==> config.mk <==
export PLATFORM = sky130hd
export DESIGN_NAME = card_draw_arbiter
export DESIGN_NICKNAME = d
export VERILOG_FILES = /design/src/rtl/card_draw_arbiter.sv
export SDC_FILE = /design/constraint.sdc
export NUM_CORES = 1
export LEC_CHECK = 0
export BUFFER_PORTS_ARGS = -buffer_cell sky130_fd_sc_hd__buf_2
export CAP_MARGIN = 25
export CORE_ASPECT_RATIO = 0.9
export CORE_MARGIN = 3
export CORE_UTILIZATION = 50
export CTS_BUF_LIST = sky130_fd_sc_hd__clkbuf_16
export DETAILED_ROUTE_END_ITERATION = 8
export PLACE_DENSITY = 0.73
export REMOVE_ABC_BUFFERS = 1
export SYNTH_ARGS = -nofsm -noshare
export SYNTH_HDL_FRONTEND = slang
export SYNTH_SLANG_ARGS = --single-unit
==> constraint.sdc <==
create_clock -name clk -period 3.55 [get_ports clk]
set_input_delay 0.355 -clock clk [delete_from_list [all_inputs] [get_ports clk]]
set_output_delay 0.355 -clock clk [all_outputs]
set_load 0.1 [all_outputs]
==> src/rtl/card_draw_arbiter.sv <==
// card_draw_arbiter: round-robin draw arbiter for a two-hand card game.
// Issues pip strobes to a card source, scores cards and tracks bust state.
module card_draw_arbiter #(
    parameter int LAT       = 1,
    parameter int MAX_CARDS = 5
) (
    input  logic       clk,
    input  logic       rst_n,
    input  logic       clear,
    input  logic [1:0] req,
    output logic [1:0] gnt,
    output logic       pip,
    input  logic [3:0] number,
    output logic       card_valid,
    output logic       card_owner,
    output logic [3:0] card_val,
    output logic [6:0] tot_p,
    output logic [6:0] tot_d,
    output logic [2:0] cnt_p,
    output logic [2:0] cnt_d,
    output logic       bust_p,
    output logic       bust_d,
    output logic       busy,
    output logic       err
);

    // Extra wait cycles between the issue cycle and the sampling cycle.
    localparam logic [1:0] WAITS = 2'(LAT - 1);
    localparam logic [2:0] MAXC  = 3'(MAX_CARDS);
    localparam logic [6:0] LIMIT = 7'd21;

    typedef enum logic [1:0] {
        S_IDLE,
        S_ISSUE,
        S_WAIT,
        S_CAPTURE
    } state_t;

    state_t     state;
    logic [1:0] wcnt;
    logic       ptr;
    logic       owner;

    logic       elig_p;
    logic       elig_d;
    logic       any_elig;
    logic       pick_d;

    logic       dec_ok;
    logic [3:0] dec_val;
    logic [6:0] dec_add;

    logic [6:0] hand_tot;
    logic [2:0] hand_cnt;
    logic [6:0] new_tot;
    logic [2:0] new_cnt;
    logic       new_bust;

    // Eligibility and round-robin pick; ptr=1 favours the dealer.
    always_comb begin
        elig_p   = req[0] & (cnt_p < MAXC) & ~bust_p;
        elig_d   = req[1] & (cnt_d < MAXC) & ~bust_d;
        any_elig = elig_p | elig_d;
        pick_d   = elig_d & (~elig_p | ptr);
    end

    // Map the raw card number to a pip value and a half-point increment.
    always_comb begin
        dec_ok  = 1'b0;
        dec_val = 4'd0;
        dec_add = 7'd0;
        if (number >= 4'd1 && number <= 4'd10) begin
            dec_ok  = 1'b1;
            dec_val = number;
            dec_add = {2'b00, number, 1'b0};
        end else if (number >= 4'd11 && number <= 4'd13) begin
            dec_ok  = 1'b1;
            dec_val = 4'd11;
            dec_add = 7'd1;
        end
    end

    // Next hand state for whichever side owns the draw in flight.
    always_comb begin
        hand_tot = owner ? tot_d : tot_p;
        hand_cnt = owner ? cnt_d : cnt_p;
        new_tot  = hand_tot + dec_add;
        new_cnt  = hand_cnt + 3'd1;
        new_bust = new_tot > LIMIT;
    end

    // Draw FSM with registered strobes, delivery outputs and hand state.
    always_ff @(posedge clk or negedge rst_n) begin
        if (!rst_n) begin
            state      <= S_IDLE;
            wcnt       <= 2'd0;
            ptr        <= 1'b0;
            owner      <= 1'b0;
            gnt        <= 2'b00;
            pip        <= 1'b0;
            card_valid <= 1'b0;
            card_owner <= 1'b0;
            card_val   <= 4'd0;
            tot_p      <= 7'd0;
            tot_d      <= 7'd0;
            cnt_p      <= 3'd0;
            cnt_d      <= 3'd0;
            bust_p     <= 1'b0;
            bust_d     <= 1'b0;
            busy       <= 1'b0;
            err        <= 1'b0;
        end else begin
            gnt        <= 2'b00;
            pip        <= 1'b0;
            card_valid <= 1'b0;
            err        <= 1'b0;
            if (clear) begin
                state  <= S_IDLE;
                wcnt   <= 2'd0;
                ptr    <= 1'b0;
                busy   <= 1'b0;
                tot_p  <= 7'd0;
                tot_d  <= 7'd0;
                cnt_p  <= 3'd0;
                cnt_d  <= 3'd0;
                bust_p <= 1'b0;
                bust_d <= 1'b0;
            end else begin
                unique case (state)
                    S_IDLE: begin
                        if (any_elig) begin
                            state <= S_ISSUE;
                            gnt   <= pick_d ? 2'b10 : 2'b01;
                            pip   <= 1'b1;
                            busy  <= 1'b1;
                            owner <= pick_d;
                            ptr   <= ~pick_d;
                        end
                    end
                    S_ISSUE: begin
                        wcnt <= WAITS;
                        if (WAITS == 2'd0) begin
                            state <= S_CAPTURE;
                        end else begin
                            state <= S_WAIT;
                        end
                    end
                    S_WAIT: begin
                        if (wcnt == 2'd1) begin
                            state <= S_CAPTURE;
                        end else begin
                            wcnt <= wcnt - 2'd1;
                        end
                    end
                    S_CAPTURE: begin
                        state      <= S_IDLE;
                        busy       <= 1'b0;
                        card_valid <= 1'b1;
                        card_owner <= owner;
                        if (dec_ok) begin
                            card_val <= dec_val;
                            if (owner) begin
                                tot_d  <= new_tot;
                                cnt_d  <= new_cnt;
                                bust_d <= new_bust;
                            end else begin
                                tot_p  <= new_tot;
                                cnt_p  <= new_cnt;
                                bust_p <= new_bust;
                            end
                        end else begin
                            card_val <= 4'd0;
                            err      <= 1'b1;
                        end
                    end
                    default: state <= S_IDLE;
                endcase
            end
        end
    end

endmodule

## Word-level counts from Yosys, hierarchy flattened

Index checks and enable logic that the tools add are counted.

- Bits in registers: 39
- Input bits: 9
- Output and inout bits: 33
- Logic and storage cells: 123

- Add/sub/neg operators: 3
- $lt $le $gt $ge: 7
- Eq/ne operators: 8
- Multiplexer cells: 58
- Bitwise gates (word level): 12
- Reductions and logical operators: 18

Operators with widths:

| operator | number |
|---|---|
| 7-bit two-way mux | 9 |
| 3-bit two-way mux | 9 |
| 1-bit two-way mux | 24 |
| 2-bit two-way mux | 9 |
| 4-bit two-way mux | 3 |
| 2-bit AND reduction | 5 |
| 2-bit nonzero test | 5 |
| 3-bit inequality test, second input constant | 3 |
| 3-bit AND reduction | 3 |
| 4-bit less-or-equal comparator, second input constant | 2 |
| 2-bit case mux with 4 select lines | 1 |
| 7-bit adder | 1 |
| 7-bit by 5-bit > comparator with 1-bit output, second input constant | 1 |
| 3-bit less-than comparator, second input constant | 2 |
| 3-bit nonzero test | 2 |
| 1-bit bitwise AND | 5 |
| 5-bit two-way mux | 1 |
| 1-bit NOT | 5 |
| 2-bit by 1-bit equality test with 1-bit output, second input constant | 2 |
| 2-bit equality test, second input constant | 2 |
| 4-bit by 1-bit greater-or-equal comparator with 1-bit output, second input constant | 1 |
| 4-bit greater-or-equal comparator, second input constant | 1 |
| 2-bit case mux with 2 select lines | 1 |
| 3-bit by 1-bit adder with 3-bit output, second input constant | 1 |
| 6 further kinds | 8 |

## Longest topological paths before layout

- Depth in word-level cells: 10
- Gate-level depth with buffers: 11

## Worst setup path before layout

Ideal clock, no wire load.

- Path type: flip-flop to flip-flop
- Start point: reg tot_d[0]
- End point: reg bust_d
- Setup time: 99 ps
- Arrival: 2718 ps
- Required time: 3451 ps
- Slack: 732 ps
- Stages on the path, launching flop included: 9
- Buffers on the path: 0
- Cells stage by stage: dfrtp_1 -> mux2_2 -> ha_1 -> fa_1 -> a211oi_2 -> nor3b_2 -> o21ai_0 -> nand2_1 -> a311oi_1

- Cells in the longest elaborated chain, start to end: 7

Ends and longest elaborated chain:

| element | line | RTL |
|---|---|---|
| start, declared | 18 | `output logic [6:0] tot_d,` |
| start signal, assigned | 163 | `tot_d <= new_tot;` |
| 7-bit two-way mux | 85 | `hand_tot = owner ? tot_d : tot_p;` |
| 7-bit adder | 87 | `new_tot = hand_tot + dec_add;` |
| 7-bit by 5-bit > comparator with 1-bit output | 89 | `new_bust = new_tot > LIMIT;` |
| 1-bit two-way mux | 162 | `if (owner) begin` |
| 1-bit two-way mux | 160 | `if (dec_ok) begin` |
| 1-bit two-way mux | 129 | `unique case (state)` |
| 1-bit two-way mux | 117 | `if (clear) begin` |
| end signal, assigned | 165 | `bust_d <= new_bust;` |
| end, declared | 22 | `output logic bust_d,` |

Every way passes these cells. The select of a mux whose other input is x is not followed.
A chain may end at the register's enable or synchronous reset.

## Final worst setup path

- Start point: reg owner
- End point: reg bust_d

- Cells in the longest elaborated chain, start to end: 7
- Elaborated cells on any way between the ends: 9
- Those cells by class: add/sub: 1; order compare: 1; mux: 5; reduce/logical: 2

Ends and longest elaborated chain:

| element | line | RTL |
|---|---|---|
| start, declared | 42 | `logic owner;` |
| start signal, assigned | 136 | `owner <= pick_d;` |
| 7-bit two-way mux | 85 |  |
| 7-bit adder | 87 |  |
| 7-bit by 5-bit > comparator with 1-bit output | 89 |  |
| 1-bit two-way mux | 162 |  |
| 1-bit two-way mux | 160 |  |
| 1-bit two-way mux | 129 |  |
| 1-bit two-way mux | 117 |  |

Several ways; a longest one is shown, not always the timed one. The select of a mux whose other input is x is not followed.

==> impl_metrics.ini <==
[global_route]
antenna_found_initial = 0
grt_pass1_wl_mm = 7.28
grt_usage_pct = 16.9
grt_max_degree = 40
grt_overflow = 0
grt_pass1_vias = 1560

[floorplanning]
die_y_microns = 69.1
rows = 22
boundaryPins = 42
dieArea_sq_um = 5260
core_area_sq_um = 4160
start_util_pct = 53.3
die_w_microns = 76.1

[critical_path]
ff2ff_path_depth = 8
critical-path-top-delay-family = compound AO/OA/AOI/OAI gates
critical_path_class = flop to flop
path_cells = buf_4 > mux2_2 > ha_1 > a21o_1 > a221oi_2 > xor2_1 > a21oi_1 > a311oi_1
r2r_end = bust_d
critPathMaxStageDelay_ns = 0.40
crit_arrival_ns = 2.77
cp-start-kind = flop
r2r_start = owner
crit_slowest_cell = dfrtp_1
required_ns = 3.73
path_buf_inv = 1
reg2reg_slack_ns = 0.96
end_kind = flop
path_max_fanout = 11

[placement]
dp.cells = 300
pre_cts_ws_ns = 0.956
place_area_sq_um = 2450
place_congestion = 0.743
dp_hpwl_mm = 3.07
port_buffers = 41

[finish]
regArea_sq_um = 976
final_common_cell = buf_2
layout-drive-gt1-share_pct = 29.4
area_growth_pct = 18.4
multi_input_area_sq_um = 1160
diodes = 0
layoutNonFillerInstCount = 308
mostFrequentLayoutCells = 41 x buf_2, 39 x dfrtp_1, 36 x nor2_1
fin_util_pct = 63.1
final_area_sq_um = 2620
nNetsFinal = 268
nFillCells = 347

[pwr]
worst_ir_drop_vdd_mv = 0.584
power_density_nw_per_um2 = 747
pwr-share-seq_pct = 29.5
p_sw_uw = 882
swShare_pct = 45.0
p_int_uw = 1080
p_clk_share_pct = 25.8
p_leak_uw = 0.00129
combPwrFrac_pct = 44.6

[detailed_routing]
drt_iter0_markers = 81
drtAntennaViolNets = 0
routed_wl_mm = 4.15
viasPerCell = 5.17
num_vias = 1592
wire_per_inst_microns = 13.5
dr.pass1.iters = 4
drc = 0

[synth]
yosys.area_share.xor_xnor_pct = 2.77
yosysSeqAreaShare_pct = 44.1
yosysWarnings = 0
synthSimpleGateAreaFrac_pct = 17.2
synth-adder-area-share_pct = 7.12
synth.area.mux_share_pct = 12.9
post_synth_num_cell_types = 44
synth_top_family_by_area = simple AND/OR/NAND/NOR gates
synth_compound_area_share_pct = 12.3
netlist_area_sq_um = 2210
avgSynthCellArea_sq_um = 10.8
synth-seq-cells = 39
syn_inst = 205

[clock_network]
htreeDepth = 2
clk_latency_ns = 0.28
clock_path_buffers = 2
postCtsHoldBufs = 0
clock-sinks = 39
post_cts_resized = 0
cts_setup_buffers = 0
cts_tree = done
clk_pin_slew_ns = 0.06
cts_made_buffers = 5
clockRootBuffer = clkbuf_16

[timing]
skew_ns = 0.00219
setup_viol = 0
worst_slack_ns = 0.965
relSlewSlack_pct = 39.1
tns_ns = 0
finalHoldViolCount = 0
fin_crit_sh_pct = 72.8
tightest_slew_ns = 0.910
final.min_clock_period_ns = 2.59
rsz0062_at_grt = no
slew_viol_final = 0
max_clock_freq_ghz = 0.387

[job]
cap_violations = 0

[status]
status = finished clean

[hold_path]
hold_path.class = input pin to asynchronous set/reset pin
[per-stage QoR]
step	power [uW]	hold WS, ns
after global routing	2050	0.241
final	1960	0.176
after global placement	1460	0.481
after detailed placement	1470	0.490
after floorplan	1300	0.0594
after CTS	1980	0.209
[flip-flops by register name (all words and copies together), names as in the netlist]
signal	flops
cnt_p	3
cnt_d	3
ptr	1
state	2
tot_p	7
card_owner	1
pip	1
tot_d	7
bust_d	1
busy	1
card_valid	1
gnt	2
bust_p	1
wcnt	2
card_val	4
err	1
owner	1
[cell families (layout without fill, tap and decap cells)]
group	Yosys count	after routing
flip-flops	39	39
adder cells (fa/ha/maj)	12	12
AND/OR/NAND/NOR	69	69
multiplexers	26	26
buffers and inverters	15	58
XOR/XNOR	7	7
AO/OA/AOI/OAI	37	37
[worst max-delay path by stage]
stage	startpoint	to	slack, ns	cells after the start
floorplan	tot_d[0]	bust_d	0.73	8
global placement	owner	bust_d	0.98	8
detailed placement	owner	bust_d	0.96	8
CTS	owner	bust_d	0.95	8
global route	owner	bust_d	0.72	8
finish	owner	bust_d	0.96	8
[metal layers]
metal | wire length, microns | vias up | global-route usage (%)
met4 | 51 | 0 | 4.83
met1 | 2000 | 758 | 23.0
met3 | 133 | 7 | 4.05
met2 | 1960 | 25 | 27.2
met5 | 0 | - | 0
li1 | - | 802 | -
[synth_stat cells, drive strengths merged]
library cell | number | area (sq um)
a211o | 1 | 8.76
and3 | 3 | 23.8
clkbuf | 3 | 11.3
or2b | 1 | 7.51
o21bai | 1 | 7.51
a22oi | 2 | 15.0
a21oi | 10 | 50.1
dfrtp | 39 | 976
inv | 8 | 30.0
and3b | 1 | 8.76
a211oi | 5 | 47.5
fa | 1 | 20.0
buf | 4 | 37.5
a21o | 2 | 15.0
a2bb2oi | 3 | 32.5
a311oi | 2 | 17.5
nand2b | 6 | 37.5
nand2 | 8 | 30.0
ha | 11 | 138
o22ai | 1 | 6.26
a221oi | 1 | 15.0
nor4 | 1 | 21.3
nor4b | 1 | 23.8
o21ba | 1 | 10.0
mux2i | 15 | 163
nor2b | 3 | 18.8
a32oi | 1 | 8.76
a22o | 1 | 8.76
and4bb | 1 | 16.3
xnor2 | 4 | 35.0
xor2 | 3 | 26.3
nor3b | 2 | 20.0
mux2 | 11 | 124
o21ai | 6 | 30.0
nand3 | 3 | 15.0
nor3 | 1 | 10.0
and2 | 2 | 12.5
nor2 | 36 | 135
[power by group through the flow]
stage	clock [uW]	sequential [uW]	combinational, uW
6_report	506	579	874
5_1_grt	532	592	931
4_1_cts	520	581	882
3_5_place_dp	0	589	882
3_3_place_gp	0	585	874
2_1_floorplan	0	1020	284
[final cells by class]
class	instances	area share (%)
Tap cell	60	2.86
Sequential cell	39	37.2
Clock inverter	3	1.67
Clock buffer	5	4.77
Timing Repair Buffer	42	8.11
Multi-Input combinational cell	151	44.2
Inverter	8	1.15
Note: power is estimated with default switching activity, not from simulation.
